<file path="src/rtl/burst_bram_controller.sv">
// Burst BRAM controller: runs one write or read burst per i_run pulse against a
// single-port BRAM. The address wraps modulo MEM_SIZE.
//
// Optional feature: define BRAM_RD_OUT_REG_EN to register o_read_data and
// o_read_valid. This adds one cycle of read latency and one S_DRAIN cycle.
//
// Ports:
//   clk, reset_n              clock, asynchronous active-low reset
//   i_run, i_mode             start pulse; mode 1 = write, 0 = read
//   i_base_addr, i_len        burst base address and length in words
//   i_write_data/valid        write stream in; o_write_ready handshake
//   o_idle..o_done            one-hot FSM state decode
//   bramAddr/Ce/We/WriteData  BRAM command side; bramReadData return
//   o_read_valid/data         read stream out
module burst_bram_controller #(
  parameter int unsigned DATA_WIDTH = 32,
  parameter int unsigned ADDR_WIDTH = 10,
  parameter int unsigned MEM_SIZE   = 1024,
  parameter int unsigned LEN_WIDTH  = 11,
  parameter int unsigned RD_LATENCY = 1
) (
  input  logic                  clk,
  input  logic                  reset_n,
  input  logic                  i_run,
  input  logic                  i_mode,
  input  logic [ADDR_WIDTH-1:0] i_base_addr,
  input  logic [LEN_WIDTH-1:0]  i_len,
  input  logic [DATA_WIDTH-1:0] i_write_data,
  input  logic                  i_write_valid,
  output logic                  o_write_ready,
  output logic                  o_idle,
  output logic                  o_write,
  output logic                  o_read,
  output logic                  o_drain,
  output logic                  o_done,
  output logic [ADDR_WIDTH-1:0] bramAddr,
  output logic                  bramCe,
  output logic                  bramWe,
  output logic [DATA_WIDTH-1:0] bramWriteData,
  input  logic [DATA_WIDTH-1:0] bramReadData,
  output logic                  o_read_valid,
  output logic [DATA_WIDTH-1:0] o_read_data
);

`ifdef BRAM_RD_OUT_REG_EN
  localparam int unsigned DrainCycles = RD_LATENCY + 1;
`else
  localparam int unsigned DrainCycles = RD_LATENCY;
`endif
  localparam logic [2:0]            DrainLast = 3'(DrainCycles - 1);
  localparam logic [ADDR_WIDTH-1:0] LastAddr  = ADDR_WIDTH'(MEM_SIZE - 1);

  typedef enum logic [2:0] {S_IDLE, S_WRITE, S_READ, S_DRAIN, S_DONE} state_e;

  state_e                  state_q, state_d;
  logic [LEN_WIDTH-1:0]    cnt_q, cnt_d;
  logic [LEN_WIDTH-1:0]    len_q, len_d;
  logic [ADDR_WIDTH-1:0]   addr_q, addr_d;
  logic [2:0]              drain_q, drain_d;
  logic [RD_LATENCY-1:0]   vld_q, vld_d;
  logic [ADDR_WIDTH-1:0]   addr_inc;
  logic                    last_beat;
  logic                    issue;

  // The address is tracked incrementally as (base + cnt) mod MEM_SIZE.
  assign addr_inc  = (addr_q == LastAddr) ? '0 : addr_q + ADDR_WIDTH'(1);
  assign last_beat = ((cnt_q + LEN_WIDTH'(1)) == len_q);
  assign issue     = (state_q == S_READ);

  always_comb begin
    state_d       = state_q;
    cnt_d         = cnt_q;
    len_d         = len_q;
    addr_d        = addr_q;
    drain_d       = drain_q;
    bramCe        = 1'b0;
    bramWe        = 1'b0;
    o_write_ready = 1'b0;
    unique case (state_q)
      S_IDLE: begin
        if (i_run) begin
          len_d  = i_len;
          cnt_d  = '0;
          addr_d = ADDR_WIDTH'(i_base_addr % MEM_SIZE);
          if (i_len == '0) state_d = S_DONE;
          else             state_d = i_mode ? S_WRITE : S_READ;
        end
      end
      S_WRITE: begin
        o_write_ready = 1'b1;
        if (i_write_valid) begin
          bramCe = 1'b1;
          bramWe = 1'b1;
          cnt_d  = cnt_q + LEN_WIDTH'(1);
          addr_d = addr_inc;
          if (last_beat) state_d = S_DONE;
        end
      end
      S_READ: begin
        bramCe = 1'b1;
        cnt_d  = cnt_q + LEN_WIDTH'(1);
        addr_d = addr_inc;
        if (last_beat) begin
          state_d = S_DRAIN;
          drain_d = '0;
        end
      end
      S_DRAIN: begin
        drain_d = drain_q + 3'd1;
        if (drain_q == DrainLast) state_d = S_DONE;
      end
      S_DONE:  state_d = S_IDLE;
      default: state_d = S_IDLE;
    endcase
  end

  // Read-issue shift register; the top bit marks data returning from the BRAM.
  assign vld_d = RD_LATENCY'({vld_q, issue});

  always_ff @(posedge clk or negedge reset_n) begin
    if (!reset_n) begin
      state_q <= S_IDLE;
      cnt_q   <= '0;
      len_q   <= '0;
      addr_q  <= '0;
      drain_q <= '0;
      vld_q   <= '0;
    end else begin
      state_q <= state_d;
      cnt_q   <= cnt_d;
      len_q   <= len_d;
      addr_q  <= addr_d;
      drain_q <= drain_d;
      vld_q   <= vld_d;
    end
  end

`ifdef BRAM_RD_OUT_REG_EN
  logic                  rd_valid_q;
  logic [DATA_WIDTH-1:0] rd_data_q;

  always_ff @(posedge clk or negedge reset_n) begin
    if (!reset_n) begin
      rd_valid_q <= 1'b0;
      rd_data_q  <= '0;
    end else begin
      rd_valid_q <= vld_q[RD_LATENCY-1];
      if (vld_q[RD_LATENCY-1]) rd_data_q <= bramReadData;
    end
  end

  assign o_read_valid = rd_valid_q;
  assign o_read_data  = rd_data_q;
`else
  assign o_read_valid = vld_q[RD_LATENCY-1];
  assign o_read_data  = bramReadData;
`endif

  assign bramAddr      = addr_q;
  assign bramWriteData = i_write_data;
  assign o_idle        = (state_q == S_IDLE);
  assign o_write       = (state_q == S_WRITE);
  assign o_read        = (state_q == S_READ);
  assign o_drain       = (state_q == S_DRAIN);
  assign o_done        = (state_q == S_DONE);

endmodule

</file>
<file path="config.mk">
export PLATFORM = sky130hd
export DESIGN_NAME = burst_bram_controller
export DESIGN_NICKNAME = d
export VERILOG_FILES = /design/src/rtl/burst_bram_controller.sv
export SDC_FILE = /design/constraint.sdc
export NUM_CORES = 1
export LEC_CHECK = 0
export BUFFER_PORTS_ARGS = -buffer_cell sky130_fd_sc_hd__clkbuf_2
export CAP_MARGIN = 40
export CORE_ASPECT_RATIO = 1.25
export CORE_MARGIN = 2
export CORE_UTILIZATION = 47
export DETAILED_ROUTE_END_ITERATION = 12
export PLACE_DENSITY = 0.91
export SLEW_MARGIN = 20
export SYNTH_ARGS = -nofsm -noshare
export SYNTH_HDL_FRONTEND = slang
export SYNTH_SLANG_ARGS = --single-unit
</file>
<file path="constraint.sdc">
create_clock -name clk -period 5.9 [get_ports clk]
set_input_delay 1.18 -clock clk [delete_from_list [all_inputs] [get_ports clk]]
set_output_delay 1.18 -clock clk [all_outputs]
set_load 0.02 [all_outputs]
</file>
==> metrics.txt, run 1 <==
run status=finished, final reports clean; P_leak=1.28 nW; CP Capture Type=output port; Least-Margin Pin Slew=~0.75 ns; clock sink total=39; minimum hold slack=roughly 0.53 ns; shortest period the worst path allows=3.86 ns; worst r2r src=cnt_q[0]; TritonCTS clock tree=built; clock latency on the worst-skew pair=slightly below 0.3 ns; CTS Buf Count=5; power density relative to cell area=between 500 and 600 nW/µm²; wl on met1=between 2000 and 2500 µm; CTS-repair resized insts=0; number of max-slew violations in the final report=0; simple logic cell fraction of the synthesized area=0.211; maximum clock rate=between 200 and 300 MHz; largest family of logic cells by synthesized area=simple AND/OR/NAND/NOR gates; Post-Route WL=6010 µm; antenna violations before repair=0; floorplan die height=a little over 90 µm; unrepaired setup endpoints after global routing=no; Reg-to-Reg End=state_q[1]; slew margin rel.=0.501; antenna fix cells=0; critical path arrival=approximately 2.7 ns; adder-cell share of the synthesized area=0.0175; first-pass GRT wire length=roughly 10000 µm; max_cap viols=0; Distinct cells, synth=roughly 50; share of final-layout standard cells stronger than drive strength 1=0.196; # port buffers=44; number of warnings reported in the yosys synthesis log=0; aggregate global routing overflow=0; effective utilization at floorplan=0.491; number of enable-type register cells in the synthesized netlist=0; post-synthesis compound-gate area fraction=0.172; worst ir drop on vdd=0.392 mV; Post-Synth XOR/XNOR Area=0.0337; top cell type's share of synthesized area=0.342; row cnt=31; Clock transition at path regs=approximately 0.08 ns; total via count after detailed routing=2292; Synth Instances=between 300 and 400; Hold Path Depth=2; via count of the first global-routing pass=~2200; Final TNS setup=0 ns; horizontal extent of the die=73.7 µm; cell taking the most area after synthesis=sky130_fd_sc_hd__dfrtp_1; most common cell in the netlist=sky130_fd_sc_hd__buf_4; CTS Root Cell=sky130_fd_sc_hd__clkbuf_8; Worst R2R Setup Slack=3.25 ns; crit path capture=bramCe; multiplexer share of the synthesized area=0.0202; Post-Syn Nets=435; commonest cells in the synthesized netlist=66 x sky130_fd_sc_hd__buf_4, 55 x sky130_fd_sc_hd__nand2_1, 39 x sky130_fd_sc_hd__dfrtp_1; routability congestion estimate from global placement=slightly above 0.8; ratio of final minimum period to clock period=0.654; overall global routing resource usage=0.186; launching element type of the critical path=input port; first element of the critical path=i_write_valid; layout net count=410; fraction of registers with async set or reset after synthesis=1.00; Max Used Layer=met4; clock skew=between 0.008 and 0.009 ns; antenna viol nets, final=0; first-iteration detailed-routing DRC count=79; detail-routed via count per cell=~6.0; Synth Cell Area=between 2000 and 3000 µm²; Pre-antenna DRT Iters=4; area of the die=between 6000 and 7000 µm²; area of the core=between 5000 and 6000 µm²; signed area change from the synthesized netlist to the final layout=-4.69%; most used flip-flop cell after synthesis=sky130_fd_sc_hd__dfrtp_1; CP Max Fanout=14; pin count of the biggest net entering global routing=29; WL per Instance=15.7 µm; DRC=0; number of failing setup endpoints in the final timing report=0; hold crit path type=register to register; Post-Syn Area per Cell=roughly 8.4 µm²; boundary pin count=173; metal3 WL=288 µm; #FFs+latches synth=39; startpoint-to-endpoint class of the critical path=input port to output port; CTS Hold Bufs=0; number of levels in the clock H-tree=2; required time worst endpoint=around 4.7 ns; DP HPWL=roughly 4600 µm; endpoints failing hold=0; met2 wire len=3140 µm; fraction of the yosys area taken by sequential cells=0.342; buffer depth of the longest clock path=2; number of buffers added for setup after CTS=0; depth of the worst register-to-register path=8; top post-synthesis cells by area=sky130_fd_sc_hd__dfrtp_1 34%, sky130_fd_sc_hd__buf_4 17%, sky130_fd_sc_hd__nand2_1 7.2%, sky130_fd_sc_hd__o21ai_0 4.7%, sky130_fd_sc_hd__a21oi_1 2.3%
==> flip-flops by register name, indices dropped and copies added (netlist names) <==
name,count
len_q,11
o_read_valid,1
state_q,3
cnt_q,11
bramAddr,10
drain_q,3
==> how the worst min path moves through the flow <==
stage | end | startpoint
final | len_q[7] | len_q[7]
after detailed placement | len_q[5] | len_q[5]
after global routing | drain_q[1] | drain_q[1]
after CTS | len_q[3] | len_q[3]
after floorplan | len_q[5] | len_q[5]
after global placement | len_q[5] | len_q[5]
==> cells in the final DEF (no fill, tap or decap), drive strengths merged, types with 3 or more instances in the layout <==
cell type  count
nand2         56
a221o          6
nor3b          8
inv           10
a31oi          4
clkbuf        51
nor2          13
mux2           3
and4           3
nand4          3
nand3         11
a211oi         3
a21oi         13
ha             4
and3           6
o21ai         28
nor3           5
xnor2          5
and2           3
xor2           6
nand2b         3
dfrtp         39
nor4           3
o31ai          4
==> worst max-delay path, cell delays in order <==
cell and delay (ns):
sky130_fd_sc_hd__clkbuf_2 0.09, sky130_fd_sc_hd__and2_1 0.15, sky130_fd_sc_hd__nor2_1 0.57, sky130_fd_sc_hd__inv_1 0.42, sky130_fd_sc_hd__clkbuf_2 0.26
==> cell families after synthesis <==
family	Yosys count
AOI/OAI and AO/OA	73
xor gates and xnor gates	11
adders and majority gates	4
buffers and inverters	88
DFF	39
muxes	5
and+or+nand+nor	121
==> through the flow <==
step	power, mW	cell area [µm²]	util	worst slack [ns]	cells
final	1.42	2720	0.468	2.04	383
after global routing	1.53	2720	0.468	1.85	383
after CTS	1.41	2720	0.468	2.05	383
after detailed placement	1.23	2640	0.454	2.05	375
after global placement	1.20	2620	0.450	2.10	374
after floorplan	1.10	2860	-	2.85	341
==> cell type report <==
type / count / area, µm²
multi-input cells: 214 / 1300
flip-flops and latches: 39 / 976
well taps: 66 / 82.6
clock inverters: 1 / 5.00
fillers: 538 / 3100
inverters: 10 / 37.5
repair buffers: 46 / 248
clock buffers: 7 / 76.3
==> power breakdown <==
group	total [mW]	switching [mW]	internal [mW]	leakage [nW]
clock network	0.176	0.0934	0.0830	0.0422
registers	0.500	0.131	0.369	0.499
logic	0.739	0.450	0.288	0.736
==> per-layer routing <==
layer	global-route usage	up-vias
met2	0.314	93
met4	0.0909	0
met5	0	-
li1	-	1069
met3	0.0355	24
met1	0.221	1106
No activity file was read; power rests on OpenSTA's default activity.
==> inputs of run 2 (changes only) <==
ABC_AREA = 1   (was unset)
CORE_UTILIZATION = 40   (was 47)
PLACE_DENSITY = 0.83   (was 0.91)
clock period = 3.2 ns   (was 5.9 ns; I/O delays follow)
==> metrics.txt, run 2 <==
CTS Buf Count=5 (unchanged); layout filler cell count=721 (was 538); hold crit path type=input port to async pin (was register to register); floorplan die height=99.4 µm (was 91.1 µm); antenna violations before repair=0 (unchanged); clock sink total=39 (unchanged); power density relative to cell area=937 nW/µm² (was 520 nW/µm²); signed area change from the synthesized netlist to the final layout=-2.23% (was -4.69%); largest family of logic cells by synthesized area=simple AND/OR/NAND/NOR gates (unchanged); fraction of registers with async set or reset after synthesis=1.00 (unchanged); first-iteration detailed-routing DRC count=114 (was 79); Synth Cell Area=2910 µm² (was 2860 µm²); boundary pin count=173 (unchanged); max_cap viols=0 (unchanged); Final TNS setup=0 ns (unchanged); worst ir drop on vdd=0.309 mV (was 0.392 mV); via count of the first global-routing pass=2374 (was 2163); post-route design area=2850 µm² (was 2720 µm²); Clock transition at path regs=0.09 ns (was 0.08 ns); number of max-slew violations in the final report=0 (unchanged); Synth Instances=401 (was 341); #FFs+latches synth=39 (unchanged); row cnt=34 (was 31); most used flip-flop cell after synthesis=sky130_fd_sc_hd__dfrtp_1 (unchanged); CTS Root Cell=sky130_fd_sc_hd__clkbuf_8 (unchanged); Pre-antenna DRT Iters=4 (unchanged); CP Max Fanout=15 (was 14); WL per Instance=13.1 µm (was 15.7 µm); DRC=0 (unchanged); pin count of the biggest net entering global routing=28 (was 29); CTS-repair resized insts=0 (unchanged); DP HPWL=4940 µm (was 4550 µm); routability congestion estimate from global placement=0.840 (was 0.811); adder-cell share of the synthesized area=0.0172 (was 0.0175); P_leak=1.46 nW (was 1.28 nW); effective utilization at floorplan=0.415 (was 0.491); CTS Hold Bufs=0 (unchanged); critical path arrival=1.78 ns (was 2.68 ns); number of failing setup endpoints in the final timing report=0 (unchanged); most common library cell in the layout ignoring fill and taps=sky130_fd_sc_hd__nand2_1 (unchanged); antenna fix cells=0 (unchanged); area of the core=7020 µm² (was 5820 µm²); cell taking the most area after synthesis=sky130_fd_sc_hd__dfrtp_1 (unchanged); antenna viol nets, final=0 (unchanged); commonest cells in the synthesized netlist=85 x sky130_fd_sc_hd__nand2_1, 65 x sky130_fd_sc_hd__buf_4, 49 x sky130_fd_sc_hd__inv_1 (was 66 x sky130_fd_sc_hd__buf_4, 55 x sky130_fd_sc_hd__nand2_1, 39 x sky130_fd_sc_hd__dfrtp_1); Distinct cells, synth=35 (was 51); shortest period the worst path allows=~2.4 ns; Post-Syn Nets=495 (was 435); Worst R2R Setup Slack=1.20 ns (was 3.25 ns); unrepaired setup endpoints after global routing=no (unchanged); multiplexer share of the synthesized area=0.00387 (was 0.0202); Storage cell area=976 µm² (unchanged); overall global routing resource usage=0.162 (was 0.186); Post-Synth XOR/XNOR Area=0.0150 (was 0.0337); placed standard-cell area=2760 µm² (was 2640 µm²); total via count after detailed routing=2415 (was 2292); first-pass GRT wire length=10300 µm (was 9960 µm); most common cell in the netlist=sky130_fd_sc_hd__nand2_1 (was sky130_fd_sc_hd__buf_4); clock skew=0.0133 ns (was 0.00811 ns); TritonCTS clock tree=built (unchanged); horizontal extent of the die=80.3 µm (was 73.7 µm); worst setup slack after layout=0.779 ns (was 2.04 ns); clock latency on the worst-skew pair=0.30 ns (was 0.29 ns); run status=finished, final reports clean (unchanged); simple logic cell fraction of the synthesized area=0.269 (was 0.211); ratio of final minimum period to clock period=0.756; worst slack at placement=1.11 ns (was 2.05 ns); launching element type of the critical path=register (was input port); endpoints failing hold=0 (unchanged); buffer depth of the longest clock path=2 (unchanged); leading cell types in the layout, fill and taps excluded=85 x sky130_fd_sc_hd__nand2_1, 49 x sky130_fd_sc_hd__inv_1, 44 x sky130_fd_sc_hd__clkbuf_2, 39 x sky130_fd_sc_hd__dfrtp_1 (was 55 x sky130_fd_sc_hd__nand2_1, 44 x sky130_fd_sc_hd__clkbuf_2, 39 x sky130_fd_sc_hd__dfrtp_1, 27 x sky130_fd_sc_hd__o21ai_0); number of warnings reported in the yosys synthesis log=0 (unchanged); layout net count=478 (was 410); share of final-layout standard cells stronger than drive strength 1=0.197 (was 0.196); top post-synthesis cells by area=sky130_fd_sc_hd__dfrtp_1 34%, sky130_fd_sc_hd__buf_4 17%, sky130_fd_sc_hd__nand2_1 11%, sky130_fd_sc_hd__inv_1 6.3%, sky130_fd_sc_hd__nand3_1 5.7% (was sky130_fd_sc_hd__dfrtp_1 34%, sky130_fd_sc_hd__buf_4 17%, sky130_fd_sc_hd__nand2_1 7.2%, sky130_fd_sc_hd__o21ai_0 4.7%, sky130_fd_sc_hd__a21oi_1 2.3%); combined area of the multi-input logic cells=1210 µm² (was 1300 µm²); fraction of the yosys area taken by sequential cells=0.335 (was 0.342); maximum clock rate=just over 400 MHz; number of levels in the clock H-tree=2 (unchanged); detail-routed via count per cell=5.08 (was 5.98); aggregate global routing overflow=0 (unchanged); startpoint-to-endpoint class of the critical path=register to output port (was input port to output port); slew margin rel.=0.546 (was 0.501); Post-Syn Area per Cell=7.26 µm² (was 8.37 µm²); # port buffers=44 (unchanged); number of buffers added for setup after CTS=0 (unchanged); area of the die=7980 µm² (was 6720 µm²); CP Capture Type=output port (unchanged); Post-Route WL=6210 µm (was 6010 µm); required time worst endpoint=2.56 ns (was 4.72 ns); Least-Margin Pin Slew=0.675 ns (was 0.745 ns); post-synthesis compound-gate area fraction=0.110 (was 0.172); top cell type's share of synthesized area=0.335 (was 0.342); number of enable-type register cells in the synthesized netlist=0 (unchanged)
run 2: kinds of logic after synthesis:
logic type	after synthesis
AOI/OAI and AO/OA	57
xor gates and xnor gates	5
adders and majority gates	4
buffers and inverters	126
DFF	39
muxes	1
and+or+nand+nor	169
run 2: metal layers:
metal,wire (µm),up-vias,track usage
met5,0,-,0
li1,-,1183,-
met1,2310,1124,0.165
met3,385,43,0.0336
met4,293,0,0.111
met2,3220,65,0.290
run 2: path summary, 6_finish.rpt:
kind	from	endpoint	cells after the start
min in group clk	len_q[7]	len_q[7]	2
worst max register to register	cnt_q[0]	state_q[1]	15
worst max-delay path	state_q[1]	bramCe	9
max in group asynchronous	reset_n	cnt_q[6]	2
worst min-delay path	reset_n	drain_q[2]	1
worst min register to register	len_q[7]	len_q[7]	2
run 2: metrics by stage:
step | utilization | power, mW | instances | hold WS [ns]
2_1_floorplan | - | 2.08 | 401 | 0.344
3_3_place_gp | 0.389 | 2.28 | 466 | 0.485
3_5_place_dp | 0.393 | 2.34 | 467 | 0.498
4_1_cts | 0.406 | 2.68 | 475 | 0.324
5_1_grt | 0.406 | 2.92 | 475 | 0.335
6_report | 0.406 | 2.67 | 475 | 0.307
run 2: critical path: stages, from the launching register on:
cell                       delay (ns)
sky130_fd_sc_hd__dfrtp_1         0.42
sky130_fd_sc_hd__inv_2           0.13
sky130_fd_sc_hd__nand3_2         0.11
sky130_fd_sc_hd__inv_2           0.08
sky130_fd_sc_hd__nand2_1         0.05
sky130_fd_sc_hd__inv_2           0.07
sky130_fd_sc_hd__nor2_4          0.03
sky130_fd_sc_hd__buf_4           0.19
sky130_fd_sc_hd__inv_1           0.19
sky130_fd_sc_hd__clkbuf_2        0.21
run 2: area by class of cell:
cell class	count	area share
inverters	56	0.0738
clock inverters	2	0.00440
repair buffers	46	0.0897
multi-input cells	236	0.424
well taps	90	0.0396
clock buffers	6	0.0255
flip-flops and latches	39	0.343
run 2: power breakdown:
group / leakage [nW] / internal [mW] / switching (mW)
Combinational: 0.920 / 0.492 / 0.938
Clock: 0.0412 / 0.153 / 0.183
Sequential: 0.494 / 0.696 / 0.206
Total: 1.46 / 1.34 / 1.33
==> inputs of run 3 (changes only) <==
clock period = 2 ns   (was 3.2 ns; I/O delays follow)
==> metrics.txt, run 3 (synthesis gave the netlist of run 2 again) <==
worst r2r src=bramAddr[0] (was cnt_q[0]); CTS Root Cell=sky130_fd_sc_hd__clkbuf_8 (unchanged); P_leak=1.50 nW (was 1.46 nW); TritonCTS clock tree=built (unchanged); Worst R2R Setup Slack=0.16 ns (was 1.20 ns); antenna fix cells=0 (unchanged); aggregate global routing overflow=0 (unchanged); overall global routing resource usage=0.169 (was 0.162); area of the core=7020 µm² (unchanged); routability congestion estimate from global placement=0.870 (was 0.840); horizontal extent of the die=80.3 µm (unchanged); share of final-layout standard cells stronger than drive strength 1=0.244 (was 0.197); clock latency on the worst-skew pair=0.30 ns (about the same); DRC=0 (unchanged); # port buffers=44 (unchanged); area of the die=7980 µm² (unchanged); minimum hold slack=0.0382 ns (was 0.307 ns); clock sink total=39 (unchanged); Reg-to-Reg End=bramAddr[3] (was state_q[1]); shortest period the worst path allows=a little under 2 ns; number of levels in the clock H-tree=2 (unchanged); cell internal power dissipation=2.27 mW (was 1.34 mW); most common library cell in the layout ignoring fill and taps=sky130_fd_sc_hd__nand2_1 (unchanged); WL per Instance=13.6 µm (was 13.1 µm); leading cell types in the layout, fill and taps excluded=84 x sky130_fd_sc_hd__nand2_1, 48 x sky130_fd_sc_hd__inv_1, 43 x sky130_fd_sc_hd__clkbuf_2, 37 x sky130_fd_sc_hd__dfrtp_1, 33 x sky130_fd_sc_hd__o21ai_0 (was 85 x sky130_fd_sc_hd__nand2_1, 49 x sky130_fd_sc_hd__inv_1, 44 x sky130_fd_sc_hd__clkbuf_2, 39 x sky130_fd_sc_hd__dfrtp_1); layout filler cell count=719 (was 721); startpoint-to-endpoint class of the critical path=register to output port (unchanged); antenna violations before repair=0 (unchanged); DP HPWL=5020 µm (was 4940 µm); first-pass GRT wire length=10700 µm (was 10300 µm); total via count after detailed routing=2477 (was 2415); row cnt=34 (unchanged); max_cap viols=0 (unchanged); maximum clock rate=roughly 510 MHz; unrepaired setup endpoints after global routing=yes (was no); Storage cell area=978 µm² (was 976 µm²); via count of the first global-routing pass=2418 (was 2374); signed area change from the synthesized netlist to the final layout=1.03% (was -2.23%); slew margin rel.=0.687 (was 0.546); detail-routed via count per cell=5.12 (was 5.08); Pre-antenna DRT Iters=4 (unchanged); combinational share of power=0.555 (was 0.536); antenna viol nets, final=0 (unchanged); Least-Margin Pin Slew=0.469 ns (was 0.675 ns); worst ir drop on vdd=0.569 mV (was 0.309 mV); Clock transition at path regs=0.08 ns (was 0.09 ns); number of max-slew violations in the final report=0 (unchanged); floorplan die height=99.4 µm (unchanged); Reg power frac=0.325 (was 0.338); combined area of the multi-input logic cells=1250 µm² (was 1210 µm²); required time worst endpoint=1.60 ns (was 2.56 ns); post-route design area=2940 µm² (was 2850 µm²); boundary pin count=173 (unchanged); layout net count=487 (was 478); Post-Route WL=6570 µm (was 6210 µm); crit path cell chain=inv_2 -> nand3_2 -> inv_2 -> nand2_1 -> inv_2 -> nor2_4 -> inv_1 -> buf_4 (was inv_2 -> nand3_2 -> inv_2 -> nand2_1 -> inv_2 -> nor2_4 -> buf_4 -> inv_1 -> clkbuf_2); number of failing setup endpoints in the final timing report=0 (unchanged); launching element type of the critical path=register (unchanged); power density relative to cell area=1540 nW/µm² (was 937 nW/µm²); clock skew=0.00667 ns (was 0.0133 ns); pin count of the biggest net entering global routing=23 (was 28); CP Max Fanout=7 (was 15); CP Capture Type=output port (unchanged); effective utilization at floorplan=0.415 (unchanged); CTS Buf Count=5 (unchanged); cell repeated most along the worst path=sky130_fd_sc_hd__inv_2 (unchanged); run status=finished, final reports clean (unchanged); maximum single-stage delay on the critical path=0.41 ns (was 0.42 ns); critical path arrival=1.54 ns (was 1.78 ns); endpoints failing hold=0 (unchanged); hold crit path type=input port to async pin (unchanged); ratio of final minimum period to clock period=0.971; worst-path cell with the longest stage delay=sky130_fd_sc_hd__dfrtp_1 (unchanged); buffer depth of the longest clock path=2 (unchanged); Sw Pwr=2.26 mW (was 1.33 mW); placed standard-cell area=2790 µm² (was 2760 µm²); depth of the worst register-to-register path=10 (was 15); portion of total power attributed to the clock network=0.120 (was 0.126); switching share of power=0.498 (was 0.497); first-iteration detailed-routing DRC count=83 (was 114)
[run 3: cell types whose count changed in the layout (fill, tap and decap cells not counted), moves of 2 or more]
cell,before,now
sky130_fd_sc_hd__buf_4,1,12
sky130_fd_sc_hd__nor2_1,22,17
sky130_fd_sc_hd__dfrtp_1,39,37
sky130_fd_sc_hd__dfrtp_2,0,2
sky130_fd_sc_hd__nor2_2,1,5
[run 3: cell type report]
class                           instances  share of cell area
Clock buffer                            6              0.0247
Timing Repair Buffer                   55               0.104
Inverter                               56              0.0715
Sequential cell                        39               0.333
Multi-Input combinational cell        236               0.425
Clock inverter                          2             0.00425
Tap cell                               90              0.0383
[run 3: routing by layer]
metal  GRT usage  vias to the layer above  routed length (µm)
met5           0                        -                   0
met4       0.138                        0                 440
met3      0.0299                       53                 454
met2       0.285                       94                3210
met1       0.181                     1123                2460
li1            -                     1207                   -
[run 3: worst max-delay path by stage]
stage                  end        start  depth (start not counted)
2_1_floorplan  bramAddr[3]  bramAddr[0]                         10
3_3_place_gp    state_q[0]     cnt_q[0]                         15
3_5_place_dp    state_q[0]     cnt_q[0]                         15
4_1_cts             bramCe   state_q[1]                          8
5_1_grt         drain_q[0]     cnt_q[0]                         12
6_report            bramCe   state_q[1]                          8
[run 3: power groups by stage]
stage          Combinational, mW  Sequential [mW]  Clock [mW]
3_5_place_dp                2.40             1.46           0
5_1_grt                     2.81             1.51       0.567
4_1_cts                     2.40             1.45       0.548
3_3_place_gp                2.31             1.44           0
6_report                    2.51             1.47       0.545
2_1_floorplan               1.82             1.51           0
[run 3: critical path, delay by kind of cell (launching register included)]
family                 cells  cell delay (ns)
and+or+nand+nor            3             0.23
DFF                        1             0.41
buffers and inverters      5             0.58
[run 3: what timing repair did]
action,in CTS,in global routing
hold buffers,0,0
gates resized for setup,0,16
setup buffers,0,3
endpoints found under the setup margin,0,9
[run 3: metrics by stage]
step / total power, mW / cells / util / setup WS (ns) / TNS [ns]
2_1_floorplan: 3.33 / 401 / - / 0.255 / 0
3_3_place_gp: 3.76 / 473 / 0.397 / 0.201 / 0
3_5_place_dp: 3.86 / 473 / 0.397 / 0.123 / 0
4_1_cts: 4.40 / 481 / 0.409 / 0.0110 / 0
5_1_grt: 4.89 / 484 / 0.419 / -0.0582 / -0.157
6_report: 4.53 / 484 / 0.419 / 0.0571 / 0
